`config.mk`:
```
export PLATFORM = sky130hd
export DESIGN_NAME = id_ex_stage
export DESIGN_NICKNAME = d
export VERILOG_FILES = /design/src/rtl/pipe_pkg.sv /design/src/rtl/load_use_detect.sv /design/src/rtl/id_ex_stage.sv
export SDC_FILE = /design/constraint.sdc
export NUM_CORES = 1
export LEC_CHECK = 0
export ABC_AREA = 1
export CAP_MARGIN = 20
export CORE_AREA = 2 2 260 262
export DETAILED_ROUTE_END_ITERATION = 10
export DIE_AREA = 0 0 262 264
export SLEW_MARGIN = 20
export SYNTH_ARGS = -nofsm -noshare
export SYNTH_HDL_FRONTEND = slang
export SYNTH_HIERARCHICAL = 1
export SYNTH_SLANG_ARGS = --single-unit
```
`constraint.sdc`:
```
create_clock -name clk -period 2.6 [get_ports clk]
set_clock_uncertainty 0.1 [all_clocks]
set_input_delay 0.78 -clock clk [delete_from_list [all_inputs] [get_ports clk]]
set_output_delay 0.78 -clock clk [all_outputs]
set_load 0.02 [all_outputs]
```
`src/rtl/pipe_pkg.sv`:
```
// Shared pipeline types and widths for the register bank, ID/EX and EX/MEM stages.
package pipe_pkg;

    localparam int XLEN  = 64;
    localparam int RADDR = 5;

    typedef struct packed {
        logic       regwrite;
        logic       memread;
        logic       memwrite;
        logic       memtoreg;
        logic       alusrc;
        logic       branch;
        logic [1:0] aluop;
    } ctrl_t;

    localparam ctrl_t CTRL_BUBBLE = 8'h00;

endpackage

```
`src/rtl/load_use_detect.sv`:
```
// Combinational load-use hazard detector; shared with the decode stall logic.
module load_use_detect #(
    parameter int RADDR = pipe_pkg::RADDR
) (
    input  logic             ex_valid,
    input  logic             ex_memread,
    input  logic [RADDR-1:0] ex_rd,
    input  logic             id_valid,
    input  logic [RADDR-1:0] id_rs1,
    input  logic [RADDR-1:0] id_rs2,
    output logic             hazard_stall
);

    always_comb begin
        hazard_stall = ex_valid && ex_memread && id_valid && (ex_rd != '0)
                       && ((ex_rd == id_rs1) || (ex_rd == id_rs2));
    end

endmodule

```
`src/rtl/id_ex_stage.sv`:
```
// ID/EX pipeline register with load-use bubble insertion and branch flush.
// Optional write-back bypass of the register-bank read data: define IDEX_WB_BYPASS_EN.
module id_ex_stage #(
    parameter int XLEN  = pipe_pkg::XLEN,
    parameter int RADDR = pipe_pkg::RADDR
) (
    input  logic              clk,
    input  logic              reset,
    input  logic              id_valid,
    input  logic [RADDR-1:0]  id_rs1,
    input  logic [RADDR-1:0]  id_rs2,
    input  logic [RADDR-1:0]  id_rd,
    input  logic [XLEN-1:0]   id_rdata1,
    input  logic [XLEN-1:0]   id_rdata2,
    input  logic [XLEN-1:0]   id_imm,
    input  logic [XLEN-1:0]   id_pc,
    input  pipe_pkg::ctrl_t   id_ctrl,
    input  logic              wb_regwrite,
    input  logic [RADDR-1:0]  wb_rd,
    input  logic [XLEN-1:0]   wb_data,
    input  logic              ex_flush,
    output logic              ex_valid,
    output logic [RADDR-1:0]  ex_rs1,
    output logic [RADDR-1:0]  ex_rs2,
    output logic [RADDR-1:0]  ex_rd,
    output logic [XLEN-1:0]   ex_rdata1,
    output logic [XLEN-1:0]   ex_rdata2,
    output logic [XLEN-1:0]   ex_imm,
    output logic [XLEN-1:0]   ex_pc,
    output pipe_pkg::ctrl_t   ex_ctrl,
    output logic              hazard_stall,
    output logic [31:0]       stall_count
);

    import pipe_pkg::*;

    logic             valid_q, valid_d;
    logic [RADDR-1:0] rs1_q, rs1_d, rs2_q, rs2_d, rd_q, rd_d;
    logic [XLEN-1:0]  rdata1_q, rdata1_d, rdata2_q, rdata2_d;
    logic [XLEN-1:0]  imm_q, imm_d, pc_q, pc_d;
    ctrl_t            ctrl_q, ctrl_d;
    logic [31:0]      stall_count_q, stall_count_d;
    logic [XLEN-1:0]  op1, op2;

    load_use_detect #(.RADDR(RADDR)) u_load_use_detect (
        .ex_valid     (valid_q),
        .ex_memread   (ctrl_q.memread),
        .ex_rd        (rd_q),
        .id_valid     (id_valid),
        .id_rs1       (id_rs1),
        .id_rs2       (id_rs2),
        .hazard_stall (hazard_stall)
    );

    // x0 is forced last so it overrides any write-back bypass.
    always_comb begin
        op1 = id_rdata1;
        op2 = id_rdata2;
`ifdef IDEX_WB_BYPASS_EN
        if (wb_regwrite && (wb_rd != '0) && (wb_rd == id_rs1)) op1 = wb_data;
        if (wb_regwrite && (wb_rd != '0) && (wb_rd == id_rs2)) op2 = wb_data;
`endif
        if (id_rs1 == '0) op1 = '0;
        if (id_rs2 == '0) op2 = '0;
    end

`ifndef IDEX_WB_BYPASS_EN
    logic unused_wb;
    assign unused_wb = ^{wb_regwrite, wb_rd, wb_data};
`endif

    always_comb begin
        valid_d       = valid_q;
        rs1_d         = rs1_q;
        rs2_d         = rs2_q;
        rd_d          = rd_q;
        rdata1_d      = rdata1_q;
        rdata2_d      = rdata2_q;
        imm_d         = imm_q;
        pc_d          = pc_q;
        ctrl_d        = ctrl_q;
        stall_count_d = stall_count_q;
        if (ex_flush || hazard_stall) begin
            valid_d = 1'b0;
            ctrl_d  = CTRL_BUBBLE;
            if (!ex_flush) stall_count_d = stall_count_q + 32'd1;
        end else begin
            valid_d  = id_valid;
            rs1_d    = id_rs1;
            rs2_d    = id_rs2;
            rd_d     = id_rd;
            rdata1_d = op1;
            rdata2_d = op2;
            imm_d    = id_imm;
            pc_d     = id_pc;
            ctrl_d   = id_ctrl;
        end
    end

    always_ff @(posedge clk) begin
        if (reset) begin
            valid_q       <= 1'b0;
            rs1_q         <= '0;
            rs2_q         <= '0;
            rd_q          <= '0;
            rdata1_q      <= '0;
            rdata2_q      <= '0;
            imm_q         <= '0;
            pc_q          <= '0;
            ctrl_q        <= CTRL_BUBBLE;
            stall_count_q <= '0;
        end else begin
            valid_q       <= valid_d;
            rs1_q         <= rs1_d;
            rs2_q         <= rs2_d;
            rd_q          <= rd_d;
            rdata1_q      <= rdata1_d;
            rdata2_q      <= rdata2_d;
            imm_q         <= imm_d;
            pc_q          <= pc_d;
            ctrl_q        <= ctrl_d;
            stall_count_q <= stall_count_d;
        end
    end

    assign ex_valid    = valid_q;
    assign ex_rs1      = rs1_q;
    assign ex_rs2      = rs2_q;
    assign ex_rd       = rd_q;
    assign ex_rdata1   = rdata1_q;
    assign ex_rdata2   = rdata2_q;
    assign ex_imm      = imm_q;
    assign ex_pc       = pc_q;
    assign ex_ctrl     = ctrl_q;
    assign stall_count = stall_count_q;

endmodule

```
* After elaboration in Yosys (flattened, before gate mapping) *
Cells that the tools add are included.

word-level totals
  flip-flop bits (word level) = 312

cells by class
  add/subtract/negate cells = 1
  eq/ne operators = 2
  muxes and demuxes = 2
  bitwise operators = 1
  reductions and logical operators = 11

operators with widths
  operator               number
  $mux 64                2
  $add 32x1->32 const B  1
  $eq 5x5->1             2
  $logic_not 5->1        2
  $reduce_bool 5->1      1
  $logic_and 1x1->1      4
  $logic_or 1x1->1       2
  $reduce_and 2->1       1
  $reduce_or 2->1        1
  $not 1->1              1

* Longest topological paths before layout *
  depth in word-level cells = 6
  depth in mapped cells = 14
  mapped depth without buffers = 14

* By module *
Netlist, hierarchy kept.

by module, submodules not included
  module           times used  cells each  area an instance (µm²)
  id_ex_stage      1           1,489       11,377.2
  load_use_detect  1           45          196.4

* Least setup slack after synthesis *
OpenSTA, ideal clock, no wires.

  path type = input to register
  start point = input port id_rs1[1]
  end point = register stall_count_q[13] (netlist: stall_count[13])
  library setup time = 0.116 ns
  data arrival time = 2.280 ns
  required time = 2.384 ns
  path slack = 0.104 ns
  cell stages on the path = 10
  cells stage by stage = xor2_1 -> nor2_1 -> nand3_1 -> a21oi_2 -> nand2_2 -> nor2_1 -> and2_1 -> nand3_1 -> o21ai_0 -> nor2_1

between the ends
  word-level cells in the longest chain between the ends = 5

ends and longest elaborated chain
  item                        RTL line               text
  from (decl)                 id_ex_stage.sv:10      input logic [RADDR-1:0] id_rs1,
  $eq 5x5->1                  load_use_detect.sv:16  && ((ex_rd == id_rs1) || (ex_rd == id_rs2));
  $logic_or 1x1->1            load_use_detect.sv:16
  $logic_and 1x1->1           load_use_detect.sv:16
  named net hazard_stall      id_ex_stage.sv:31      output logic hazard_stall,
  $logic_or 1x1->1            id_ex_stage.sv:83      if (ex_flush || hazard_stall) begin
  $reduce_and 2->1 (no line)  --
  to (signal assigned)        id_ex_stage.sv:122     stall_count_q <= stall_count_d;
  to (decl)                   id_ex_stage.sv:42      logic [31:0] stall_count_q, stall_count_d;

The timed path passes the listed nets, and every way through them passes these cells.
A chain may end at the register's enable or synchronous reset.

* Worst setup path in the final report *
  start point = register rd_q[3] (netlist: ex_rd[3])
  end point = output port hazard_stall

between the ends
  word-level cells in the longest chain between the ends = 3
  elaborated cells on any way between the ends = 6

ends and longest elaborated chain
  item                                                   RTL line                                      text
  from (decl)                                            id_ex_stage.sv:38                             logic [RADDR-1:0] rs1_q, rs1_d, rs2_q, rs2_d, rd_q, rd_d;
  from (signal assigned)                                 id_ex_stage.sv:116                            rd_q <= rd_d;
  $eq 5x5->1 or $reduce_bool 5->1 (tied branches)        load_use_detect.sv:16, load_use_detect.sv:15
  $logic_or 1x1->1 or $logic_and 1x1->1 (tied branches)  load_use_detect.sv:16, load_use_detect.sv:15
  $logic_and 1x1->1 (*)                                  load_use_detect.sv:16
  to (decl)                                              id_ex_stage.sv:31

Mark *: on every way between the ends. The rest lies on a longest branch, timed or not.

==> impl_metrics.ini <==
[run_status]
status = finished, violations left
violations = setup timing

[placement]
gp_congestion = 0.824
dp.cells = 2978
dp_hpwl_um = 34600
io_buffers = 595
pre_cts_slack_ps = -935

[yosys]
ys_types = 27
synth-async-reset-ratio_pct = 0
syn_inst = 1534
yosys.area.top_type = dfxtp_1
synth_common_cells = 358 x nor2_1, 312 x dfxtp_1, 284 x o21ai_0
yosys_warnings = 6
synthTopCellsByArea = dfxtp_1 54%, o21ai_0 12%, nor2_1 12%
synth-main-ff-cell = dfxtp_1
syn_area_mm2 = 0.0116
yosysMostFrequentCell = nor2_1
postSynthAreaPerCell_um2 = 7.54
syn-num-nets = 1888
synth_edf_count = 0
ys_ff_latch = 312
yosysSeqAreaShare_pct = 54.0
yosysTopAreaCellShare_pct = 54.0

[detailed_routing]
dr.pass1.iters = 5
top_layer_used = met5
drc = 0
final_antenna_net_count = 0
drt-total-wl_um = 46300
vias = 12159
wl_met2_um = 21900
via_per_inst = 3.99
dr_wl_met3_um = 3750
drt-met1-wl_um = 19200
drt_iter0_drc = 528
wl_per_cell_um = 15.2

[global_route]
grt_pass1_wl_um = 69300
grt_max_degree = 65
grt_pass1_vias = 11885
antenna_found_initial = 6
grt_overflow = 0
grtUsageTotal_pct = 12.8

[die]
core_mm2 = 0.0666
rows = 95
initial_core_util_pct = 17.4
die_x_um = 262
io_pins = 666
die_h_um = 264
die-area_mm2 = 0.0692

[finish]
syn2layout_area_growth_pct = 75.5
final-seq-area_mm2 = 0.00625
post-route-util_pct = 30.5
fillers = 7085
drive_gt1_share_pct = 7.69
final_cells = 3046
multi_input_area_mm2 = 0.00474
nets = 2501

[clocking]
numCtsBuffers = 39
cts_tree = built
insertion_delay_ps = 540
clk_root_buffer_cell = clkbuf_16
clock-sinks = 312
cts_max_level = 2
path_clk_slew_ps = 60
cts_max_path_buffers = 3

[sta]
hold_violations = 0
grt_setup_unrepaired = yes
period_needed_ps = 2720
post-route-period-util_pct = 104
worst_pin_slew_ps = 509
setup_slack_ps = -116
maxClockFrequency_mhz = 368
relSlewSlack_pct = 65.8
setup_violations = 1
slew_viol_final = 0
hold_slack_ps = 407

[critical_path]
arrival_ps = 1840
worstSetupEndpoint = hazard_stall
r2r-start = ex_rd[0]
reg2reg_depth = 10
r2r_setup_slack_ps = 180
crit_path_start_kind = register
worstPathRequired_ps = 1720
worstPathMaxFanout = 2
startpoint = ex_rd[3]
timing.rr.end = ex_rdata2[35]
critPathKind = reg -> out
end_kind = primary output

[power_and_ir_drop]
finalPower_uw = 12600
powerDensity_mw_per_mm2 = 622
p_leak_uw = 0.00832
ir_drop_mv = 0.411

[hold_path]
hold_class = reg -> reg

[flow_run]
cap_violations = 0
## power breakdown
group	internal (uW)	switching (uW)	total (uW)
Sequential	5090	140	5230
Clock	3160	2060	5220
Combinational	1120	1070	2190
Total	9370	3270	12600
## sequential cells by signal, indices dropped and copies added (netlist names)
name	flops
stall_count	32
ex_ctrl	8
ex_rdata1	64
ex_pc	64
ex_rd	5
ex_rs2	5
ex_valid	1
ex_rs1	5
ex_imm	64
ex_rdata2	64
## critical path, cell delays in order (launching register included)
cell     delay, ps
dfxtp_2        330
inv_2           50
nand4_1        210
nand4_1        290
a21oi_4        260
buf_6          150
## routing by layer
layer / global-route usage (%) / vias to the layer above
li1: - / 6212
met1: 15.2 / 5449
met2: 21.6 / 403
met3: 4.04 / 87
met4: 4.69 / 8
met5: 0 / -
## cell families (layout without fill, tap and decap cells)
kind of cell / after synthesis / count (layout) / synth area share, %
adder cells (fa/ha/maj): 1 / 1 / 0.108
XOR/XNOR: 5 / 5 / 0.378
AO/OA/AOI/OAI: 425 / 425 / 18.4
flip-flops: 312 / 312 / 54.0
buffers and inverters: 164 / 801 / 5.48
AND/OR/NAND/NOR: 627 / 627 / 21.7
other: 0 / 2 / 0
## through the flow
step                      TNS [ps]  area (um^2)
after floorplan                  0        11600
after global placement     -143780        19000
after detailed placement   -155560        19000
after CTS                     -120        20300
after global routing          -154        20300
final                         -116        20300
## what timing repair did
item / CTS / global route
setup buffers: 1 / 0
endpoints found under the setup margin: 16 / 15
hold buffers: 0 / 0
pin swaps: 8 / 3
resized for setup: 34 / 12
## layout by cell type, fill, tap and decap left out, types with 2 or more instances in the layout
cell	Yosys	routed
dfxtp_1	312	308
dlymetal6s2s_1	0	5
clkbuf_1	86	12
clkdlybuf4s50_1	0	575
nand2_2	1	2
nand3_1	20	18
inv_1	57	54
clkdlybuf4s15_1	0	5
clkinv_2	0	3
xor2_1	2	2
dlygate4sd2_1	0	8
nand2_4	1	2
a21oi_1	140	140
nor2_2	3	4
buf_6	0	2
clkbuf_16	0	41
diode_2	0	2
nand3_2	4	6
nor2_1	358	356
inv_2	3	4
o21ai_0	284	284
dfxtp_2	0	4
buf_4	1	64
nor2_4	2	3
xnor2_1	3	2
nand4_1	11	11
clkbuf_8	0	7
nor3_1	6	6
nand2_1	217	215
buf_12	0	16
## worst min-delay path by stage
stage | from | to | slack, ps | cells past startpoint
after floorplan | stall_count[6] | stall_count[6] | 440 | 2
final | ex_imm[14] | ex_imm[14] | 410 | 2
after global routing | id_rs2[4] | ex_rs2[4] | 410 | 3
after detailed placement | ex_pc[20] | ex_pc[20] | 390 | 2
after global placement | stall_count[18] | stall_count[18] | 390 | 1
after CTS | ex_pc[20] | ex_pc[20] | 410 | 2
## layout make-up
class / count / area share (%)
Tap cell: 873 / 5.38
Clock inverter: 5 / 0.265
Antenna cell: 2 / 0.0246
Clock buffer: 60 / 5.75
Multi-Input combinational cell: 1058 / 23.3
Timing Repair Buffer: 676 / 33.3
Inverter: 60 / 1.15
Sequential cell: 312 / 30.8
(Power assumes the default switching activity.)
